--- src/rtl/flash_thermo_encoder.sv ---
// flash_thermo_encoder
//   Pipelined thermometer-to-binary encoder for the flash ADC back end.
//   Stage 1 registers the raw comparator word, stage 2 applies three-input
//   majority bubble correction, stage 3 priority-encodes the corrected word
//   and produces range/bubble flags plus a saturating bubble-event counter.
//   Fixed latency of 3 clocks, one sample per clock, no backpressure.
//
// Parameters
//   N      output code width (2..6); thermometer width W = 2^N - 1
//   CNT_W  width of the bubble-error counter
//
// Ports
//   clk         clock, rising edge
//   rst         asynchronous active-high reset, clears all state
//   in_valid    comp_in carries a sample this cycle
//   comp_in     [W-1:0] raw comparator outputs (bit i: Vin > reference i)
//   clr_err     synchronous clear of err_count (wins over an increment)
//   out_valid   dout and flags carry a converted sample this cycle
//   dout        [N-1:0] binary code
//   overrange   corrected code is all ones
//   underrange  corrected code is all zeros
//   bubble_err  bubble correction changed at least one bit of this sample
//   err_count   [CNT_W-1:0] saturating count of samples with bubble_err
module flash_thermo_encoder #(
  parameter int N     = 3,
  parameter int CNT_W = 8
) (
  input  logic             clk,
  input  logic             rst,
  input  logic             in_valid,
  input  logic [(2**N)-2:0] comp_in,
  input  logic             clr_err,
  output logic             out_valid,
  output logic [N-1:0]     dout,
  output logic             overrange,
  output logic             underrange,
  output logic             bubble_err,
  output logic [CNT_W-1:0] err_count
);

  localparam int unsigned W = (2**N) - 1;

  logic [W-1:0] t;
  logic         v1;
  logic [W-1:0] c;
  logic         v2;
  logic         b;

  logic [W+1:0] padded;
  logic [W-1:0] c_next;
  logic [N-1:0] enc;
  logic         all_ones;
  logic         all_zeros;

  // Stage 1: capture
  always_ff @(posedge clk or posedge rst) begin
    if (rst) begin
      t  <= '0;
      v1 <= 1'b0;
    end else begin
      v1 <= in_valid;
      if (in_valid) begin
        t <= comp_in;
      end
    end
  end

  // Majority of (t[i-1], t[i], t[i+1]). The word is padded with a 1 below
  // bit 0 and a 0 above bit W-1 so the end bits see a well-formed neighbour.
  always_comb begin
    padded = {1'b0, t, 1'b1};
    c_next = '0;
    for (int unsigned i = 0; i < W; i++) begin
      c_next[i] = (padded[i]   & padded[i+1]) |
                  (padded[i]   & padded[i+2]) |
                  (padded[i+1] & padded[i+2]);
    end
  end

  // Stage 2: correct
  always_ff @(posedge clk or posedge rst) begin
    if (rst) begin
      c  <= '0;
      v2 <= 1'b0;
      b  <= 1'b0;
    end else begin
      c  <= c_next;
      v2 <= v1;
      b  <= (c_next != t);
    end
  end

  // Priority encode: highest set bit wins, anything below it is ignored.
  always_comb begin
    enc = '0;
    for (int unsigned i = 0; i < W; i++) begin
      if (c[i]) begin
        enc = N'(i + 1);
      end
    end
    all_ones  = &c;
    all_zeros = ~|c;
  end

  // Stage 3: encode; data outputs hold while no sample is presented.
  always_ff @(posedge clk or posedge rst) begin
    if (rst) begin
      out_valid  <= 1'b0;
      dout       <= '0;
      overrange  <= 1'b0;
      underrange <= 1'b0;
      bubble_err <= 1'b0;
    end else begin
      out_valid <= v2;
      if (v2) begin
        dout       <= enc;
        overrange  <= all_ones;
        underrange <= all_zeros;
        bubble_err <= b;
      end
    end
  end

  always_ff @(posedge clk or posedge rst) begin
    if (rst) begin
      err_count <= '0;
    end else if (clr_err) begin
      err_count <= '0;
    end else if (v2 && b && (err_count != '1)) begin
      err_count <= err_count + 1'b1;
    end
  end

endmodule
--- config.mk ---
export PLATFORM = sky130hd
export DESIGN_NAME = flash_thermo_encoder
export DESIGN_NICKNAME = d
export VERILOG_FILES = /design/src/rtl/flash_thermo_encoder.sv
export SDC_FILE = /design/constraint.sdc
export NUM_CORES = 1
export LEC_CHECK = 0
export ABC_AREA = 1
export BUFFER_PORTS_ARGS = -buffer_cell sky130_fd_sc_hd__buf_2
export CAP_MARGIN = 20
export CORE_MARGIN = 4
export CORE_UTILIZATION = 35
export CTS_CLUSTER_DIAMETER = 100
export DETAILED_ROUTE_END_ITERATION = 10
export GPL_TIMING_DRIVEN = 0
export SYNTH_ARGS = -nofsm -noshare
export SYNTH_HDL_FRONTEND = slang
export SYNTH_SLANG_ARGS = --single-unit
--- constraint.sdc ---
create_clock -name clk -period 2 [get_ports clk]
set_clock_uncertainty 0.15 [all_clocks]
set_input_delay 0.3 -clock clk [delete_from_list [all_inputs] [get_ports clk]]
set_output_delay 0.3 -clock clk [all_outputs]
set_load 0.01 [all_outputs]
==> metrics, run 1 <==
post-synthesis sequential element count 32; Setup crit end kind register; synth warn 0; Fmax 662 MHz; post-route minimum period 1.51 ns; total gr overflow 0; Cell variety after synth 23; H-tree level count 2; worst skew pair latency 0.28 ns; I/O pin count 26; Port Buffers 25; non-filler cells, final 246; chip width 71.5 microns; Post-synth EDFFs 0; RD Place Congestion 0.846; adder-cell share of the synthesized area 0.00886; routed len/inst 10.5 microns; Mapped Area 1410 sq um; share of the cycle needed by the critical path after routing 0.755; TritonCTS Sinks 32; Relative slew margins 0.653; CTS max path bufs 2; vias per cell 4.57; CTS tree built; dpl ws 0.498 ns; Synth Area in Simple Gates 0.227; core box area 3770 sq um; worst slew pin tran 0.519 ns; sequential share of the synthesized area 0.567; routed vias 1124; nets 209; DRC viols 0; antenna violations before repair 0; sum of negative setup slack 0 ns; Num CTS Buffers 5; largest net degree at the start of global routing 23; commonest register cell after synthesis dfrtp_1; unrepaired setup endpoints after global routing false; Layout area overhead 23.6%; placed instance count 237; GRT Total Usage 0.110; global routing usage on met3 0.0281; antenna diode count 0; Die Ht 71.5 microns; final hold vios 0; crit path max fanout 5; Worst EP required 2.02 ns; Syn Nets 175; 1st-pass router iterations 4; Setup-failing EPs final 0; final wirelength 2570 microns; outcome finished, final reports clean; Starting Density 0.375; max_cap viols 0; critical path type reg2reg; Final ANT Viol Nets 0; post-synthesis mux area share 0.00797; Mapped Cells 163; share of layout cells above drive strength 1 0.217; 1st-iter DRT viols 45; Min Hold Slack 0.0417 ns; main combinational cell family by area after synthesis simple AND/OR/NAND/NOR gates; vias in the first global route 1007; hpwl dp 2000 microns; die area 5120 sq um; final-layout fill cell count 379; PnR Total Power 1530 uW; maximum VDD drop 0.408 mV; CP arrival 1.53 ns; syn_area_per_cell 8.67 sq um; met1 usage in global routing 0.148; Synth Area in XOR/XNOR 0.00620; min-delay worst type in2reg; clk root buf clkbuf_8; post-synthesis compound-gate area fraction 0.121; busiest grt layer met2; fraction of registers with async set/reset 1.00; row cnt 22; Slew Limit Fails 0; CTS clk-pin slew, worst paths 0.07 ns; Leak Pwr 0.000894 uW; Critical Path Start Type register; first-pass GRT wire length 4420 microns; pwr/cell area 877 nW/um^2; final worst slack 0.490 ns; met2 usage 0.157
[cell type report]
cell class                      instances  area (sq um)  area share
Timing Repair Buffer                   27           163      0.0931
Clock inverter                          3          42.5      0.0244
Clock buffer                            5          68.8      0.0394
Inverter                               22          83.8      0.0480
Buffer                                  1          3.75     0.00215
Sequential cell                        32           801       0.458
Multi-Input combinational cell        108           524       0.300
Tap cell                               48          60.1      0.0344
[layer usage]
layer | vias to the layer above | wire length [microns]
met4 | 0 | 66
met2 | 22 | 1100
met5 | - | 0
li1 | 597 | -
met3 | 4 | 111
met1 | 501 | 1290
[where the power goes]
part / leakage, uW / total (uW) / internal, uW / switching, uW
clock: 0.0000541 / 607 / 368 / 238
combinational: 0.000443 / 183 / 73.5 / 110
sequential: 0.000397 / 742 / 703 / 39.3
[sequential cells by signal, summed over array words and instances, names as in the netlist]
signal,count
err_count,8
bubble_err,1
out_valid,1
dout,3
t,7
v1,1
underrange,1
v2,1
overrange,1
b,1
c,7
[per-stage QoR]
stage	instance area, sq um	utilization
after global routing	1750	0.463
final	1750	0.463
after floorplan	1410	-
after CTS	1750	0.463
after global placement	1600	0.424
after detailed placement	1630	0.431
[synthesized netlist by cell type (2+ instances only)]
cell,number,share of area
nand4_1,3,0.013
dfrtp_1,32,0.57
nand2_1,39,0.10
nand3_1,7,0.025
a21oi_1,12,0.043
inv_1,21,0.056
nor3_1,2,0.0071
o21ai_1,2,0.0071
o21ai_0,14,0.050
nand2_2,4,0.018
nor2_1,15,0.040
[timing repair]
item | CTS | global route
hold endpoints to repair | 10 | 0
buffers inserted | 0 | 0
resized for setup | 0 | 0
hold buffers | 1 | 0
[cells in the final DEF, fill, tap and decap left out, drive strengths merged]
cell type	n
bufinv	1
clkinv	2
inv	21
nand2	44
clkbuf	6
and3	1
nor3	2
a21oi	13
o21bai	1
nand4	3
ha	1
nand3	7
nor2	16
dfrtp	32
o221ai	1
o21ai	16
clkinvlp	1
a31oi	1
buf	26
mux2	1
dlygate4sd3	1
xor2	1
[worst paths after layout]
| kind | slack [ns] | start | cells after the start | endpoint |
|---|---|---|---|---|
| setup reg to reg | 0.49 | err_count[1] | 9 | err_count[3] |
| hold reg to reg | 0.20 | v1 | 0 | v2 |
| max in group asynchronous | 0.78 | rst | 4 | underrange |
| min in group asynchronous | 0.45 | rst | 3 | err_count[7] |
| hold / removal | 0.04 | in_valid | 1 | v1 |
| setup / recovery | 0.49 | err_count[1] | 9 | err_count[3] |
[critical path, cell delays in order, from the launching register on]
cell,delay [ns]
dfrtp_1,0.42
ha_1,0.22
nand2_2,0.13
nor2_4,0.06
nand2_2,0.06
nand2_2,0.06
nand2_4,0.09
clkinv_2,0.10
nand2_1,0.07
nand2_1,0.05
[kinds of logic after synthesis]
family | Yosys count
mux | 1
simple gates | 73
xor+xnor | 1
compound gates | 32
fa+ha+maj | 1
flops | 32
buf+inv | 23
Power figures use the tool's default switching activity.
==> run 2: changes to the inputs <==
Clock period 2 ns to 1.4 ns, I/O delays scaled along.
==> metrics, run 2 (synthesis gave the netlist of run 1 again) <==
worst skew pair latency 0.28 ns (about the same); max_cap viols 0 (unchanged); commonest non-fill, non-tap cell in the layout nand2_1; CTS max path bufs 2 (unchanged); Setup crit end kind register; core box area 3770 sq um (unchanged); switch share 0.263 (+0.0105); Num CTS Buffers 5 (unchanged); Port Buffers 25 (unchanged); min-delay worst type in2reg; row cnt 22 (unchanged); outcome finished, final reports clean; CTS clk-pin slew, worst paths 0.06 ns (about the same); routed vias 1135 (+0.98%); unrepaired setup endpoints after global routing true; Flop pwr share 0.513 (+0.029); Critical Path Start Type register; dpl ws -0.0649 ns (-0.563 ns); first-pass GRT wire length 4680 microns (+5.8%); Layout area overhead 31.0%; nets 218 (+4.3%); TritonCTS Sinks 32 (unchanged); combinational power share 0.143 (+0.023); Final ANT Viol Nets 0 (unchanged); Int Power 1530 uW (+33%); 1st-iter DRT viols 49 (+8.9%); Worst EP required 1.42 ns (-0.60 ns); I/O pin count 26 (unchanged); CTS tree built; vias per cell 4.45 (-2.6%); Largest regs err_count (8), c (7), t (7); maximum VDD drop 0.720 mV (+76%); part of the power in the clock network 0.344 (-0.052); CP arrival 1.41 ns (-0.12 ns); Relative slew margins 0.665 (+0.0112); hpwl dp 2000 microns (-0.11%); share of layout cells above drive strength 1 0.256 (+0.0389); worst slew pin tran 0.503 ns (-0.0168 ns); clk root buf clkbuf_8; final hold vios 0 (unchanged); share of the cycle needed by the critical path after routing 0.990 (+0.235); RD Place Congestion 0.852 (+0.71%); die area 5120 sq um (unchanged); total gr overflow 0 (unchanged); antenna violations before repair 0 (unchanged); GRT Total Usage 0.116 (+0.00591); H-tree level count 2 (unchanged); switching pwr 546 uW (+41%); placed instance count 237 (unchanged); Setup-failing EPs final 0 (unchanged); crit path max fanout 5 (unchanged); Die Ht 71.5 microns (unchanged); DRC viols 0 (unchanged); critical path type reg2reg; pwr/cell area 1120 nW/um^2 (+28%); final wirelength 2630 microns (+2.2%); Leak Pwr 0.000947 uW (+5.9%); post-route minimum period 1.39 ns (-0.124 ns); Starting Density 0.375 (unchanged); final worst slack 0.0138 ns (-0.476 ns); PnR Total Power 2070 uW (+35%); antenna diode count 0 (unchanged); largest reg by FF count err_count; largest net degree at the start of global routing 23 (unchanged); Slew Limit Fails 0 (unchanged); Largest register FFs 8 (unchanged); non-filler cells, final 255 (+3.7%); commonest cells after routing, fill and taps aside 36 x nand2_1, 30 x dfrtp_1, 25 x buf_2; Fmax 721 MHz (+8.9%); chip width 71.5 microns (unchanged); vias in the first global route 1063 (+5.6%); 1st-pass router iterations 4 (unchanged); routed len/inst 10.3 microns (-1.4%)
-- run 2: cell types whose count changed in the layout (fill, tap and decap cells not counted), moves of 2 or more --
| cell | delta |
|---|---|
| dlygate4sd3_1 | +6 |
| buf_4 | +3 |
| nand2_1 | -3 |
| dfrtp_1 | -2 |
| dfrtp_2 | +2 |
| nand2_2 | +2 |
-- run 2: area by class of cell --
cell class | count | area (sq um)
Clock buffer | 6 | 82.6
Clock inverter | 2 | 10.0
Multi-Input combinational cell | 108 | 557
Inverter | 22 | 87.6
Sequential cell | 32 | 803
Buffer | 1 | 5.00
Tap cell | 48 | 60.1
Fill cell | 372 | 1920
Timing Repair Buffer | 36 | 245
-- run 2: per-layer routing --
metal  vias up  share of wire  track usage
met5         -              0            0
li1        613              -            -
met4         0          0.021       0.0501
met3         5          0.048       0.0379
met2        19           0.45        0.177
met1       498           0.48        0.151
-- run 2: stage by stage --
step	hold WS (ns)	utilization	TNS, ns	instance area (sq um)
after CTS	0.00135	0.481	0	1820
final	0.00196	0.491	0	1850
after detailed placement	0.118	0.432	-0.387	1630
after floorplan	0.0914	-	0	1420
after global routing	0.0129	0.491	-0.320	1850
after global placement	0.182	0.424	-3.44	1600
-- run 2: power groups by stage --
stage	sequential, uW	clock (uW)	combinational, uW
4_1_cts	1060	743	295
2_1_floorplan	1080	0	158
3_3_place_gp	1080	0	254
5_1_grt	1070	787	344
3_5_place_dp	1080	0	265
6_report	1060	712	297
-- run 2: critical path: stages, from the launching register on --
cell      delay (ns)
dfrtp_1         0.41
ha_4            0.18
nand2_4         0.09
nor2_4          0.05
nand2_2         0.05
nand2_2         0.05
nand2_4         0.10
clkinv_4        0.08
nand2_1         0.06
nand2_1         0.05
-- run 2: worst paths after layout --
| check | endpoint | cells past startpoint | start | slack [ns] |
|---|---|---|---|---|
| min reg2reg | v2 | 0 | v1 | 0.20 |
| max reg2reg | err_count[7] | 9 | err_count[0] | 0.01 |
| min in group asynchronous | err_count[5] | 3 | rst | 0.35 |
| min | t[5] | 3 | comp_in[5] | 0.002 |
| max in group asynchronous | err_count[3] | 4 | rst | 0.27 |
| max | err_count[7] | 9 | err_count[0] | 0.01 |
-- run 2: timing repair --
item                                    4_1_cts  5_1_grt
pin swaps                                     0        1
endpoints found under the hold margin        16        0
buffers inserted                              2        1
endpoints found under the setup margin        8       13
resized for setup                             3        8
hold buffers                                  7        0
